<file path="config.mk">
export PLATFORM = sky130hd
export DESIGN_NAME = imem_bus_responder
export DESIGN_NICKNAME = d
export VERILOG_FILES = /design/src/rtl/imem_bus_responder.sv
export SDC_FILE = /design/constraint.sdc
export NUM_CORES = 1
export LEC_CHECK = 0
export CAP_MARGIN = 20
export CORE_MARGIN = 2
export CORE_UTILIZATION = 50
export CTS_CLUSTER_SIZE = 14
export DETAILED_ROUTE_END_ITERATION = 16
export PLACE_DENSITY = 0.74
export SETUP_SLACK_MARGIN = 0.5
export SYNTH_ARGS = -nofsm -noshare
export SYNTH_HDL_FRONTEND = slang
export SYNTH_SLANG_ARGS = --single-unit
</file>
<file path="constraint.sdc">
create_clock -name clk -period 4.8 [get_ports clk]
set_input_delay 0.96 -clock clk [delete_from_list [all_inputs] [get_ports clk]]
set_output_delay 0.96 -clock clk [all_outputs]
set_load 0.05 [all_outputs]
</file>
<file path="src/rtl/imem_bus_responder.sv">
`default_nettype none
// ============================================================================
// imem_bus_responder: valid/ready memory responder with wait states and
// tracked-halfword read overrides kept coherent by stores. Rev 1.0
// ============================================================================
module imem_bus_responder #(
  parameter int          NWATCH    = 2,
  parameter int          MAX_WAIT  = 4,
  parameter int          WAIT_MODE = 1,
  parameter logic [15:0] LFSR_SEED = 16'hACE1
) (
  input  logic        clk,
  input  logic        resetn,
  input  logic        mem_valid,
  input  logic        mem_instr,
  input  logic [31:0] mem_addr,
  input  logic [31:0] mem_wdata,
  input  logic [3:0]  mem_wstrb,
  output logic        mem_ready,
  output logic [31:0] mem_rdata,
  input  logic [31:0] bg_rdata,
  input  logic        load_en,
  input  logic [2:0]  load_idx,
  input  logic [31:0] load_addr,
  input  logic [15:0] load_data,
  output logic        watch_hit,
  output logic        err_protocol,
  output logic [15:0] stall_count
);

  localparam logic [15:0] WAIT_MOD = 16'(MAX_WAIT + 1);

  typedef enum logic [1:0] {
    S_IDLE = 2'd0,
    S_WAIT = 2'd1,
    S_RESP = 2'd2
  } state_t;

  state_t state, state_nxt;

  logic [31:0] req_addr, req_wdata;
  logic [3:0]  req_wstrb;
  logic        req_instr;
  logic [3:0]  wait_tgt, cnt, wait_sel, load_sel;
  logic [15:0] lfsr, lfsr_nxt;

  logic [NWATCH-1:0] ent_valid, lo_match, hi_match;
  logic [30:0]       ent_addr [NWATCH];
  logic [15:0]       ent_data [NWATCH];

  logic [31:0] rd_merge;
  logic        lo_hit, hi_hit, viol, is_store, unused_bits;

  assign unused_bits = load_addr[0];
  assign is_store    = (req_wstrb != 4'd0);
  assign lfsr_nxt    = {lfsr[14:0], lfsr[15] ^ lfsr[13] ^ lfsr[12] ^ lfsr[10]};
  assign load_sel    = 4'({1'b0, load_idx} % 4'(NWATCH));

  always_comb begin
    wait_sel = 4'd0;
    if (WAIT_MODE == 1)      wait_sel = 4'(MAX_WAIT);
    else if (WAIT_MODE == 2) wait_sel = 4'(lfsr % WAIT_MOD);
  end

  always_ff @(posedge clk) begin
    if (!resetn) state <= S_IDLE;
    else         state <= state_nxt;
  end

  always_comb begin
    state_nxt = state;
    case (state)
      S_IDLE:  if (mem_valid) state_nxt = (wait_sel == 4'd0) ? S_RESP : S_WAIT;
      S_WAIT:  if (cnt == wait_tgt) state_nxt = S_RESP;
      S_RESP:  state_nxt = S_IDLE;
      default: state_nxt = S_IDLE;
    endcase
  end

  // The core must hold the request unchanged until it has seen mem_ready.
  assign viol = ((state == S_WAIT) || (state == S_RESP)) &&
                (!mem_valid || (mem_addr != req_addr) || (mem_wstrb != req_wstrb) ||
                 (mem_instr != req_instr) || (is_store && (mem_wdata != req_wdata)));

  always_ff @(posedge clk) begin
    if (!resetn) begin
      req_addr     <= '0;
      req_wdata    <= '0;
      req_wstrb    <= '0;
      req_instr    <= 1'b0;
      wait_tgt     <= '0;
      cnt          <= '0;
      lfsr         <= LFSR_SEED;
      stall_count  <= '0;
      err_protocol <= 1'b0;
      watch_hit    <= 1'b0;
    end else begin
      if (viol) err_protocol <= 1'b1;
      case (state)
        S_IDLE: if (mem_valid) begin
          req_addr  <= mem_addr;
          req_wdata <= mem_wdata;
          req_wstrb <= mem_wstrb;
          req_instr <= mem_instr;
          wait_tgt  <= wait_sel;
          cnt       <= 4'd1;
          lfsr      <= lfsr_nxt;
        end
        S_WAIT: begin
          cnt <= cnt + 4'd1;
          if (stall_count != 16'hFFFF) stall_count <= stall_count + 16'd1;
        end
        S_RESP:  watch_hit <= req_instr && !is_store && (lo_hit || hi_hit);
        default: ;
      endcase
    end
  end

  for (genvar g = 0; g < NWATCH; g++) begin : g_match
    assign lo_match[g] = ent_valid[g] && (ent_addr[g] == {req_addr[31:2], 1'b0});
    assign hi_match[g] = ent_valid[g] && (ent_addr[g] == {req_addr[31:2], 1'b1});
  end

  // A load to an entry takes priority over a store hitting it in the same cycle.
  always_ff @(posedge clk) begin
    if (!resetn) begin
      ent_valid <= '0;
    end else begin
      for (int i = 0; i < NWATCH; i++) begin
        if (load_en && (load_sel == 4'(i))) begin
          ent_valid[i] <= 1'b1;
          ent_addr[i]  <= load_addr[31:1];
          ent_data[i]  <= load_data;
        end else if ((state == S_RESP) && is_store) begin
          if (lo_match[i]) begin
            if (req_wstrb[0]) ent_data[i][7:0]  <= req_wdata[7:0];
            if (req_wstrb[1]) ent_data[i][15:8] <= req_wdata[15:8];
          end
          if (hi_match[i]) begin
            if (req_wstrb[2]) ent_data[i][7:0]  <= req_wdata[23:16];
            if (req_wstrb[3]) ent_data[i][15:8] <= req_wdata[31:24];
          end
        end
      end
    end
  end

  // Walk from the top so the lowest matching index is applied last and wins.
  always_comb begin
    rd_merge = bg_rdata;
    lo_hit   = 1'b0;
    hi_hit   = 1'b0;
    for (int i = NWATCH - 1; i >= 0; i--) begin
      if (lo_match[i]) begin
        rd_merge[15:0] = ent_data[i];
        lo_hit         = 1'b1;
      end
      if (hi_match[i]) begin
        rd_merge[31:16] = ent_data[i];
        hi_hit          = 1'b1;
      end
    end
  end

  assign mem_ready = (state == S_RESP);
  assign mem_rdata = ((state == S_RESP) && !is_store) ? rd_merge : 32'd0;

endmodule
`default_nettype wire

</file>
== Word-level counts from Yosys, hierarchy flattened ==
Memory sizes are Yosys's and may differ from the RTL's.
Cells that the tools add are included.

* Flip-flop bits (word level): 96
* RAM bits: 94
* Input bits: 156
* Output and inout port bits: 51
* Logic and storage cells: 142
* Memories kept: 2

* $add $sub $neg: 2
* Eq/ne operators: 14
* Multiplexer cells: 75
* Bitwise operators: 8
* Reduce and logical (&&, ||, !) cells: 29

{| class="wikitable"
|+ Memories
! memory !! depth !! bits a word !! rd ports !! clocked after memory_dff !! write ports !! line !! source
|-
| ent_addr || 2 || 31 || 2 || 0 || 1 || 48 || <nowiki>logic [30:0] ent_addr [NWATCH];</nowiki>
|-
| ent_data || 2 || 16 || 2 || 0 || 2 || 49 || <nowiki>logic [15:0] ent_data [NWATCH];</nowiki>
|}

{| class="wikitable"
|+ Operators with widths
! kind !! number
|-
| == test 31 bit || 4
|-
| 2-to-1 mux 16 bit || 4
|-
| 2-to-1 mux 8 bit || 8
|-
| != test 32 bit || 2
|-
| 2-to-1 mux 1 bit || 56
|-
| 2-to-1 mux 32 bit || 1
|-
| 2-to-1 mux 31 bit || 1
|-
| OR reduction 31 bit || 1
|-
| adder 16 x 1 -> 16 bit, second input constant || 1
|-
| != test 16 bit, second input constant || 1
|-
| logical AND 1 bit || 12
|-
| bitwise OR 1 bit || 8
|-
| one-hot mux 4 bit (2 select lines) || 1
|-
| AND reduction 2 bit || 4
|-
| logical OR 1 bit || 6
|-
| adder 4 x 1 -> 4 bit, second input constant || 1
|-
| == test 4 x 3 -> 1 bit || 1
|-
| zero test 4 bit || 1
|-
| 2-to-1 mux 2 bit || 2
|-
| 2-to-1 mux 4 bit || 1
|-
| != test 2 bit, second input constant || 2
|-
| != test 4 bit || 1
|-
| one-hot mux 2 bit (2 select lines) || 1
|-
| nonzero test 4 bit || 1
|-
| other kinds (6) || 7
|}

== Depth between registers and ports, before layout ==
An unclocked memory read counts as a cell.

* Depth in word-level cells: 10
* Gate-level depth with buffers: 10
* Depth with buffers taken out: 8

== Worst setup path after synthesis ==
Ideal clock, no wire load.

* Path type: reg-to-output
* From: mem ent_addr[1][27], in the netlist ent_addr[0][58]
* To: out mem_rdata[19]
* Data arrival time: 2.770 ns
* Data required time: 3.840 ns
* Slack: 1.070 ns
* Cell stages (with the launch flop): 8
* Buffers on the path: 1
* Path through: edfxtp_1 xnor2_1 nand4_1 nor4_1 nand4_1 buf_2 mux2i_1 a21oi_1

{| class="wikitable"
|+ RTL lines
! item !! line !! source
|-
| start, declared || 48 ||
|-
| end, declared || 20 || <nowiki>output logic [31:0] mem_rdata,</nowiki>
|}

== Worst setup path in the final report ==
* From: reg req_addr[28]
* To: out mem_rdata[15]

* Word-level cells in the longest chain between the ends: 5
* Elaborated cells on any way between the ends: 7
* Those cells by class: eq/ne (2); mux (3); reduce/logical (2)

{| class="wikitable"
|+ RTL lines
! item !! line !! source
|-
| start, declared || 41 || <nowiki>logic [31:0] req_addr, req_wdata;</nowiki>
|-
| start signal, assigned || 101 || <nowiki>req_addr <= mem_addr;</nowiki>
|-
| == test 31 bit || 120 || <nowiki>assign lo_match[g] = ent_valid[g] && (ent_addr[g] == {req_addr[31:2], 1'b0});</nowiki>
|-
| logical AND 1 bit || 120 ||
|-
| 2-to-1 mux 16 bit || 154 || <nowiki>if (lo_match[i]) begin</nowiki>
|-
| 2-to-1 mux 16 bit * || 154 ||
|-
| 2-to-1 mux 32 bit * || 166 || <nowiki>assign mem_rdata = ((state == S_RESP) && !is_store) ? rd_merge : 32'd0;</nowiki>
|}

Every way passes the cells marked *; elsewhere a longest branch is shown, timed or not.

==> impl_metrics.py <==
metrics = {
    "sta": {
        "finalClockSkew_ns": 0.00626,
        "setup-tns-final_ns": 0,
        "relSlewSlack": 0.348,
        "finalHoldViolCount": 0,
        "fmax_ghz": 0.240,
        "layout_min_cycle_time_ns": 4.17,
        "slew_viol_final": 0,
        "timing.final.crit_share": 0.869,
        "tightest_slew_ns": 0.970,
        "grt_setup_unrepaired": "false",
        "setup_viol": 0,
        "whs_ns": 0.461,
    },
    "logic_synthesis": {
        "synth_area_um2": 9870,
        "ys_ff_latch": 190,
        "synthCells": 1037,
        "synth_top_area_share": 0.286,
        "seq_area_frac_synth": 0.481,
        "synth_nets": 1199,
        "synthFlopType": "dfxtp_1",
        "synthArstFlopShare": 0,
        "ys_top_cells_by_area": "edfxtp_1 29%, dfxtp_1 19%, xnor2_1 8.6%",
        "synth_commonest_cells": "188 x nand2_1, 124 x a21oi_1, 97 x xnor2_1",
        "syn_area_per_cell_um2": 9.51,
        "synth_edf_count": 94,
        "yosysWarnings": 0,
        "yosysMostFrequentCell": "nand2_1",
        "synth_top_area_cell": "edfxtp_1",
        "ys_types": 49,
    },
    "global_route": {
        "overflow": 0,
        "grt_pass1_wl_mm": 42.9,
        "grt_pass1_vias": 7925,
        "track_usage": 0.272,
        "antenna_found_initial": 1,
        "grt_max_degree": 53,
    },
    "routing": {
        "routedWlPerCell_um": 19.2,
        "via_per_inst": 5.75,
        "drt_pass1_iterations": 5,
        "met1_length_mm": 11.9,
        "drc": 0,
        "drt_iter0_markers": 830,
        "wl_met2_mm": 13.3,
        "top_layer": "met4",
        "met3_length_mm": 2.49,
        "dr_total_vias": 8599,
        "antenna_left": 0,
        "wl_mm": 28.7,
    },
    "setup_path": {
        "cp_data_arrival_time_ns": 3.21,
        "critPathRequiredTime_ns": 3.84,
        "rrSetupSlack_ns": 1.43,
        "worst_r2r_path_depth": 5,
        "critPathLaunchType": "flop",
        "timing.rr.start": "ent_addr[0][3]",
        "end_kind": "output pin",
        "worstPathMaxFanout": 16,
        "worstSetupPathType": "reg2out",
        "reg2reg_to": "ent_data[0][9]",
    },
    "cells_and_area": {
        "layout.nets": 1378,
        "n_fill_cell": 1616,
        "drive_gt1_frac": 0.0757,
        "multi_input_area_um2": 4850,
        "syn_to_final_growth_pct": 28.6,
        "layoutNonFillerInstCount": 1495,
        "post-route-util": 0.654,
        "register_area_um2": 4740,
    },
    "clocking": {
        "cts-root-buf": "clkbuf_16",
        "clockBufferDepth": 2,
        "cts_buffers": 17,
        "clkTransAtPathRegs_ns": 0.07,
        "htree_levels": 4,
        "post_cts_buffers": 0,
        "clkSinkCount": 190,
        "worstSkewPairLatency_ns": 0.44,
        "cts_tree": "done",
    },
    "floorplan": {
        "chipHeight_um": 144,
        "start_util": 0.509,
        "die_w_um": 144,
        "core_um2": 19400,
        "core.rowCount": 51,
        "dieArea_um2": 20900,
        "num_io_pins": 207,
    },
    "min_path": {
        "worstHoldPathType": "reg2reg",
        "hold_start": "err_protocol",
        "holdPathStages": 2,
        "holdPathEnd": "err_protocol",
    },
    "placed_design": {
        "place_hpwl_mm": 21.2,
        "gp_congestion": 0.909,
        "dp.cells": 1462,
        "port_buffers": 203,
    },
    "power": {
        "irDropWorstVdd_mv": 0.238,
        "power_density_nw_per_um2": 341,
        "power_mw": 4.33,
        "leakage_nw": 4.39,
    },
    "status": {
        "outcome": "completed",
    },
    "job": {
        "drv_cap": 0,
    },
}
==> cells by family (layout without fill, tap and decap cells) <==
logic type,Yosys count,count (layout),share of synthesized area
AO/OA/AOI/OAI,243,243,0.152
XOR/XNOR,143,143,0.127
adder cells (fa/ha/maj),6,6,0.00761
buffers and inverters,72,264,0.0311
flip-flops,190,190,0.481
multiplexers,33,33,0.0335
other,0,1,0
AND/OR/NAND/NOR,350,350,0.168
==> final cells by class <==
type                            instances  share of cell area
Multi-Input combinational cell        775               0.383
Sequential cell                       190               0.374
Timing Repair Buffer                  216               0.160
Clock buffer                           17              0.0335
Tap cell                              265              0.0261
Clock inverter                         15              0.0189
Inverter                               16             0.00474
Antenna cell                            1            0.000197
==> state kept, by name, indices dropped and copies added, names as in the netlist, 4 cells and up <==
register and cells:
cnt 4, ent_addr 62, ent_data 32, req_addr 32, req_wdata 32, req_wstrb 4
stall_count 16
==> cell usage in the layout (no fill, tap or decap), types with 10 or more instances in the layout <==
master and n:
a21oi_1 124, clkdlybuf4s50_1 171, xor2_1 46, clkbuf_16 17
inv_1 13, o41ai_1 17, nor4_1 18, nand4_1 40
xnor2_1 97, dfxtp_1 96, o21ai_0 37, o211ai_1 10
o21a_1 17, nor2_1 38, buf_4 28, nand3_1 20
nand2_1 187, edfxtp_1 94, clkbuf_2 15, mux2i_1 33
==> critical path, cell delays in order (launching register included) <==
cell and delay, ns:
dfxtp_1 0.36, xnor2_1 0.33, nand4_1 0.19, nor4_2 0.55
and4b_1 0.27, buf_4 0.30, mux2i_1 0.12, a21oi_1 0.13
clkdlybuf4s15_1 0.51
==> worst max-delay path by stage <==
stage                                from       endpoint  cells past startpoint
after floorplan           ent_addr[0][58]  mem_rdata[19]                      7
after global placement       req_addr[28]   mem_rdata[0]                      8
after detailed placement     req_addr[28]   mem_rdata[0]                      8
after CTS                    req_addr[28]   mem_rdata[0]                      8
after global routing      ent_addr[0][33]  mem_rdata[15]                      8
final                        req_addr[28]  mem_rdata[15]                      8
==> stage by stage <==
stage / setup slack (ns) / area, um2
6_report: 0.629 / 12700
2_1_floorplan: 1.07 / 9870
3_3_place_gp: 0.651 / 12100
5_1_grt: 0.500 / 12700
4_1_cts: 0.628 / 12700
3_5_place_dp: 0.632 / 12100
==> repair_timing <==
item | in CTS | in global routing
hold buffers | 0 | 0
hold endpoints to repair | 0 | 0
gates resized for setup | 20 | 32
setup endpoints to repair | 32 | 24
==> where the power goes <==
group          switching, mW  total, mW  internal [mW]
sequential             0.115       1.93           1.81
clock                  0.616       1.59          0.976
combinational          0.470      0.811          0.341
total                   1.20       4.33           3.13
==> metal layers <==
| layer | vias up | GRT usage |
|---|---|---|
| met4 | 0 | 0.111 |
| met5 | - | 0 |
| met3 | 55 | 0.0546 |
| met1 | 4042 | 0.352 |
| li1 | 4089 | - |
| met2 | 413 | 0.446 |
Note: power is estimated with default switching activity, not from simulation.
